**config.mk**
```make
export PLATFORM = sky130hd
export DESIGN_NAME = uart_io_bridge
export DESIGN_NICKNAME = d
export VERILOG_FILES = /design/src/rtl/uart_io_bridge.sv
export SDC_FILE = /design/constraint.sdc
export NUM_CORES = 1
export LEC_CHECK = 0
export ABC_AREA = 1
export CAP_MARGIN = 20
export CORE_ASPECT_RATIO = 1.4
export CORE_MARGIN = 4
export CORE_UTILIZATION = 50
export DETAILED_ROUTE_END_ITERATION = 8
export PLACE_DENSITY = 0.68
export SYNTH_ARGS = -nofsm -noshare
export SYNTH_HDL_FRONTEND = slang
export SYNTH_SLANG_ARGS = --single-unit
export TNS_END_PERCENT = 50
```
**constraint.sdc**
```tcl
create_clock -name clk -period 5.84 [get_ports clk]
set_input_delay 0.876 -clock clk [delete_from_list [all_inputs] [get_ports clk]]
set_output_delay 0.876 -clock clk [all_outputs]
set_load 0.02 [all_outputs]
```
**src/rtl/uart_io_bridge.sv**
```systemverilog
// uart_io_bridge: byte FIFOs between the processor I/O streams and the uart.
// TX bytes are held on uart_data_tx for a whole frame; RX bytes queue until read.
module uart_io_bridge #(
    parameter int DEPTH_LOG2 = 4
) (
    input  logic                  clk,
    input  logic                  reset,
    input  logic [7:0]            out_data,
    input  logic                  out_valid,
    output logic                  out_ready,
    output logic [7:0]            in_data,
    output logic                  in_valid,
    input  logic                  in_ready,
    input  logic [7:0]            uart_data_rx,
    input  logic                  uart_receive_done,
    output logic [7:0]            uart_data_tx,
    output logic                  uart_start_transmit,
    input  logic                  uart_tx_ready,
    output logic                  rx_overflow,
    output logic [DEPTH_LOG2:0]   rx_level,
    output logic [DEPTH_LOG2:0]   tx_level
);
    localparam int DEPTH = 1 << DEPTH_LOG2;

    typedef logic [DEPTH_LOG2-1:0] ptr_t;
    typedef logic [DEPTH_LOG2:0]   lvl_t;

    localparam lvl_t FULL_LEVEL = lvl_t'(DEPTH);
    localparam lvl_t LVL_ONE    = lvl_t'(1);
    localparam ptr_t PTR_ONE    = ptr_t'(1);

    typedef enum logic [1:0] {
        IDLE,
        START,
        WAIT_BUSY,
        WAIT_DONE
    } tx_state_t;

    logic [7:0] rx_mem [DEPTH];
    logic [7:0] tx_mem [DEPTH];

    ptr_t rx_head, rx_tail;
    ptr_t tx_head, tx_tail;
    logic rx_done_q;
    logic rx_full, rx_empty, rx_rise, rx_push, rx_pop;
    logic tx_full, tx_empty, tx_push, tx_pop;

    tx_state_t  state, state_next;
    logic [7:0] data_tx_next;
    logic       start_next;

    // RX side: edge-detected receive_done, drop only when full with no pop
    assign rx_full  = (rx_level == FULL_LEVEL);
    assign rx_empty = (rx_level == '0);
    assign rx_rise  = uart_receive_done & ~rx_done_q;
    assign in_valid = reset & ~rx_empty;
    assign rx_pop   = in_valid & in_ready;
    assign rx_push  = rx_rise & (~rx_full | rx_pop);
    assign in_data  = rx_empty ? 8'h00 : rx_mem[rx_head];

    always_ff @(posedge clk) begin
        if (!reset) begin
            rx_head     <= '0;
            rx_tail     <= '0;
            rx_level    <= '0;
            rx_done_q   <= 1'b0;
            rx_overflow <= 1'b0;
        end else begin
            rx_done_q <= uart_receive_done;
            if (rx_push) rx_tail <= rx_tail + PTR_ONE;
            if (rx_pop)  rx_head <= rx_head + PTR_ONE;
            if (rx_rise && rx_full && !rx_pop) rx_overflow <= 1'b1;
            if (rx_push && !rx_pop)
                rx_level <= rx_level + LVL_ONE;
            else if (rx_pop && !rx_push)
                rx_level <= rx_level - LVL_ONE;
        end
    end

    always_ff @(posedge clk) begin
        if (rx_push) rx_mem[rx_tail] <= uart_data_rx;
    end

    // TX side: out_ready comes from the registered level only
    assign tx_full   = (tx_level == FULL_LEVEL);
    assign tx_empty  = (tx_level == '0);
    assign out_ready = reset & ~tx_full;
    assign tx_push   = out_valid & out_ready;

    always_ff @(posedge clk) begin
        if (!reset) begin
            tx_head  <= '0;
            tx_tail  <= '0;
            tx_level <= '0;
        end else begin
            if (tx_push) tx_tail <= tx_tail + PTR_ONE;
            if (tx_pop)  tx_head <= tx_head + PTR_ONE;
            if (tx_push && !tx_pop)
                tx_level <= tx_level + LVL_ONE;
            else if (tx_pop && !tx_push)
                tx_level <= tx_level - LVL_ONE;
        end
    end

    always_ff @(posedge clk) begin
        if (tx_push) tx_mem[tx_tail] <= out_data;
    end

    always_comb begin
        state_next   = state;
        tx_pop       = 1'b0;
        start_next   = 1'b0;
        data_tx_next = uart_data_tx;
        unique case (state)
            IDLE: begin
                if (!tx_empty && uart_tx_ready) begin
                    tx_pop       = 1'b1;
                    start_next   = 1'b1;
                    data_tx_next = tx_mem[tx_head];
                    state_next   = START;
                end
            end
            START:     state_next = WAIT_BUSY;
            WAIT_BUSY: if (!uart_tx_ready) state_next = WAIT_DONE;
            WAIT_DONE: if (uart_tx_ready) state_next = IDLE;
        endcase
    end

    always_ff @(posedge clk) begin
        if (!reset) begin
            state               <= IDLE;
            uart_data_tx        <= 8'h00;
            uart_start_transmit <= 1'b0;
        end else begin
            state               <= state_next;
            uart_data_tx        <= data_tx_next;
            uart_start_transmit <= start_next;
        end
    end

endmodule

```
# After elaboration in Yosys (flattened, before gate mapping)
# Memory sizes are Yosys's and may differ from the RTL's. A register that Yosys moved wholly into a read port is not among the register bits.
# Cells that the tools add are included.
# op_classes
add_sub_neg	8
n_mul	0
div_mod_pow	0
magnitude_cmp	0
n_eq_ne	8
shift	0
n_mux	17
n_bitwise	11
n_reduce_logical	20
# op_table
operator	n
$mux 5	4
$add 4x1->4 const B	4
$add 5x1->5 const B	2
$eq 5x5->1 const B	2
$logic_not 5->1	2
$sub 5x1->5 const B	2
$mux 4	2
$mux 8	1
$pmux 2 s4	1
$logic_and 1x1->1	7
$and 1x1->1	6
$logic_not 1->1	6
$mux 1	6
$mux 2	3
$ne 2x2->1 const B	3
$eq 2x2->1 const B	2
$not 1->1	4
$reduce_bool 2->1	2
$reduce_and 3->1	1
$eq 2x1->1 const B	1
$logic_not 2->1	1
$reduce_and 2->1	1
$or 1x1->1	1
# word_totals
regBits	31
latch_bits	0
mem_bits_rw	256
mem_bits_ro	0
input_bits	22
output_inout_bits	30
elab_cells	76
n_memories	2
# memory_table
name	depth	word_bits	rd	rd_ports_with_merged_regs	wr	line_no	text
rx_mem	16	8	1	1	1	39	logic [7:0] rx_mem [DEPTH];
tx_mem	16	8	1	1	1	40	logic [7:0] tx_mem [DEPTH];

# Depth between registers and ports, before layout
# logic_depth
depth_word	10
depth_mapped	16
mapped_depth_nobuf	16

# Worst setup path after synthesis
# No wires, ideal clock.
# synth_timing
path_type	in2reg
start	input port reset
end	register rx_level[4]
setup_time_ns	0.132
arrival_ns	2.598
t_required_ns	5.708
path_slack_ns	3.110
cell_stages	14
path_buffers	1
cell_sequence	buf_4 inv_2 o211ai_2 nand2_2 inv_4 ha_1 inv_1 fa_1 a21oi_1 nor2_1 o21bai_1 nand2_1 nand2_1 a21oi_1
# synth_via
elab_chain_cells	7
word_cells_on_any_way	10
classes_between	mux (1); bitwise (4); reduce/logical (5)
# synth_lines
element	line_no	text
from (decl)	7	input logic reset,
$and 1x1->1 *	56	assign in_valid = reset & ~rx_empty;
$and 1x1->1 *	57	assign rx_pop = in_valid & in_ready;
$or 1x1->1 *	58	assign rx_push = rx_rise & (~rx_full | rx_pop);
$and 1x1->1 *	58	
named net rx_push	45	logic rx_full, rx_empty, rx_rise, rx_push, rx_pop;
$logic_not 1->1	75	else if (rx_pop && !rx_push)
$logic_and 1x1->1	75	
$reduce_bool 2->1 (no line)	--	
to (signal assigned)	74	rx_level <= rx_level + LVL_ONE;
to (signal assigned)	76	rx_level <= rx_level - LVL_ONE;
to (decl)	20	output logic [DEPTH_LOG2:0] rx_level,
# Mark *: on every way through the listed nets, which the timed path passes. The rest lies on a longest branch.
# A chain may end at the register's enable or synchronous reset.

==> results.py <==
metrics = {
    "grt": {
        "antenna_found_initial": 0,
        "grt_use_total_pct": 20.0,
        "grt_max_degree": 68,
        "grt_overflow": 0,
        "grt_pass1_wl_microns": 44800,
        "grt_pass1_vias": 8593,
    },
    "yosys": {
        "ys_ff_latch": 299,
        "yosysTopAreaCell": "edfxtp_1",
        "syn-cell-area_sq_um": 12900,
        "yosys-top-cells-area": "edfxtp_1 (60%), nand2_1 (12%), nand3_1 (7.7%), dfxtp_1 (6.7%), inv_1 (3.3%)",
        "synth_nets": 1286,
        "seq_area_frac_synth_pct": 66.3,
        "ys_warn_count": 0,
        "syn_inst": 1241,
        "synth_top_area_share_pct": 59.6,
        "ys_types": 30,
        "synth_area_per_cell_sq_um": 10.4,
    },
    "placement": {
        "dp_hpwl_microns": 18300,
        "gp_congestion": 0.842,
        "dpl-instance-area_sq_um": 13600,
        "portBuffers": 51,
        "dp.cells": 1563,
        "pre_cts_ws_ps": 2110,
    },
    "critical_path": {
        "reg2reg_to": "rx_level[4]",
        "rr_worst_depth": 14,
        "arrival_ps": 3210,
        "worstSetupEndpointType": "output port",
        "critical_path_class": "reg2out",
        "cp.required_ps": 4960,
        "worstSetupStartpointType": "flop",
        "r2r_slack_ps": 3280,
        "cp_max_fo": 33,
        "rr_startpoint": "rx_level[0]",
    },
    "floorplanning": {
        "die_width_microns": 144,
        "core_sq_um": 25400,
        "fp-row-count": 69,
        "ioPinCount": 52,
        "die-area_sq_um": 28500,
        "initial_core_util_pct": 50.8,
        "die_h_microns": 198,
    },
    "clocking": {
        "post_cts_buffers": 0,
        "cts_repair_resize_count": 0,
        "cts_max_level": 1,
        "cts_buffers": 28,
        "root_buffer": "clkbuf_16",
        "clkLatencyLatePin_ps": 540,
        "cts_tree": "done",
        "cts.path.max_buffers": 3,
        "cts-hold-fix-buffers": 0,
        "path_clk_slew_ps": 60,
        "cts.sinks": 299,
    },
    "sta": {
        "fin_crit_sh_pct": 69.9,
        "setup_tns_ps": 0,
        "grt_setup_unrepaired": "false",
        "worst_slack_ps": 1760,
        "min_period_ps": 4080,
        "tightest_slew_ps": 1060,
        "relSlewSlack_pct": 28.9,
        "clock_skew_ps": 11.3,
        "setup_viol": 0,
        "drv_slew": 0,
        "timing.fmax_mhz": 245,
        "hold_slack_ps": 470,
        "final-hold-violation-count": 0,
    },
    "worst_hold_path": {
        "whs_path_depth": 2,
        "hp-start": "rx_overflow",
        "whs_endpoint": "rx_overflow",
        "hp-class": "reg2reg",
    },
    "pwr": {
        "pwr-share-comb_pct": 27.3,
        "seqPwrFrac_pct": 41.8,
        "sw_frac_of_total_pct": 31.6,
        "finalPower_mw": 5.97,
        "p_clk_share_pct": 30.9,
        "vdd_drop_max_mv": 0.343,
        "internal_power_mw": 4.08,
        "power_leakage_nw": 5.74,
        "p_switching_mw": 1.89,
        "power.density_nw_per_um2": 411,
    },
    "routing": {
        "wl_met1_microns": 10500,
        "via_per_inst": 5.33,
        "dr.pass1.iters": 7,
        "met3_wirelength_microns": 1280,
        "routed_wl_microns": 28400,
        "wl_met2_microns": 15200,
        "drtIter0Drc": 590,
        "drc_errors": 0,
        "vias": 8614,
        "wl_per_cell_microns": 17.6,
        "ant_nets": 0,
        "top_layer_used": "met4",
    },
    "outcome": {
        "status": "completed",
    },
    "final_layout": {
        "n_fill_cell": 2146,
        "final_cells": 1615,
        "area.growth.synth_to_final_pct": 12.7,
        "nNetsFinal": 1320,
        "n_antenna_cell": 0,
        "multiInputGateArea_sq_um": 3550,
        "drive_above_1_share_pct": 5.17,
        "postLayoutCellArea_sq_um": 14500,
        "finalCoreUtilization_pct": 57.2,
        "regArea_sq_um": 8550,
    },
    "flow_run": {
        "drv_cap": 0,
    },
}
==> power groups by stage <==
stage | Combinational (mW) | Clock [mW] | Sequential [mW]
after detailed placement | 1.63 | 0 | 2.54
final | 1.63 | 1.84 | 2.50
after CTS | 1.64 | 1.87 | 2.50
after floorplan | 1.06 | 0 | 2.58
after global routing | 1.83 | 1.97 | 2.51
after global placement | 1.57 | 0 | 2.54
==> synthesized netlist by cell type <==
library cell	instances
o21bai_1	2
xnor2_1	3
nand3_1	198
nor2_4	1
inv_4	1
o211ai_1	1
nor2_1	49
edfxtp_1	256
o21a_1	8
a21boi_0	1
a21oi_1	34
buf_4	15
xor2_1	10
nand2_2	6
ha_1	21
clkbuf_1	9
dfxtp_1	43
buf_1	1
nand4_1	3
buf_6	5
buf_2	25
o211ai_2	1
inv_2	6
o21ai_0	13
nand2_1	410
inv_1	113
clkinv_1	2
fa_1	2
o31ai_1	1
nand3_2	1
==> cell usage in the layout, fill, tap and decap left out, types with 2 or more instances in the layout <==
cell type	n
nor2_1	49
nand2_1	410
o21bai_1	2
o21a_1	8
clkbuf_16	29
dfxtp_1	41
clkbuf_8	5
xor2_1	10
o21ai_0	13
bufinv_16	3
nand4_1	3
inv_2	6
edfxtp_1	256
xnor2_1	3
dfxtp_2	2
nand3_1	198
ha_1	21
nand2_2	6
clkdlybuf4s50_1	51
clkbuf_1	5
clkinv_2	3
a21oi_1	34
buf_4	5
buf_12	2
fa_1	2
inv_1	113
clkinv_1	7
==> registers in the layout, indices dropped and copies added (netlist names), 4 cells and up, named ones only <==
| name | cells |
|---|---|
| rx_mem | 128 |
| tx_mem | 128 |
| uart_data_tx | 8 |
| rx_level | 5 |
| tx_level | 5 |
| rx_head | 4 |
| rx_tail | 4 |
| tx_head | 4 |
| tx_tail | 4 |
==> cell families after synthesis <==
| group | count (synthesis) | share of synthesized area, % |
|---|---|---|
| and+or+nand+nor | 668 | 21.6 |
| DFF | 299 | 66.3 |
| buffers and inverters | 177 | 6.14 |
| AOI/OAI and AO/OA | 61 | 2.68 |
| adders and majority gates | 23 | 2.35 |
| xor gates and xnor gates | 13 | 0.883 |
==> area by class of cell <==
class                           instances  area share (%)
Clock buffer                           39            5.60
Clock inverter                         12           0.913
Inverter                              122            3.17
Multi-Input combinational cell        765            24.5
Sequential cell                       299            58.9
Tap cell                              319            2.75
Timing Repair Buffer                   59            4.24
==> critical path, stage by stage, from the launching register on <==
cell and delay, ps:
dfxtp_1 300, buf_4 340, inv_1 580, nand3_1 260
nand3_1 110, nand2_1 150, nand2_1 60, a21oi_1 190
clkdlybuf4s50_1 650
==> how the worst max path moves through the flow <==
stage / slack (ps) / cells past startpoint / start / endpoint
floorplan: 3110 / 14 / reset / rx_level[4]
global placement: 2200 / 16 / reset / rx_level[4]
detailed placement: 2110 / 16 / reset / rx_level[4]
CTS: 1740 / 8 / flop / in_data[3]
global route: 1560 / 8 / flop / in_data[3]
finish: 1760 / 8 / flop / in_data[3]
==> per-layer routing <==
metal / up-vias / global-route usage [%]
li1: 4194 / -
met1: 4074 / 22.8
met2: 259 / 37.1
met3: 87 / 2.37
met4: 0 / 9.39
met5: - / 0
Note: power is estimated with default switching activity, not from simulation.
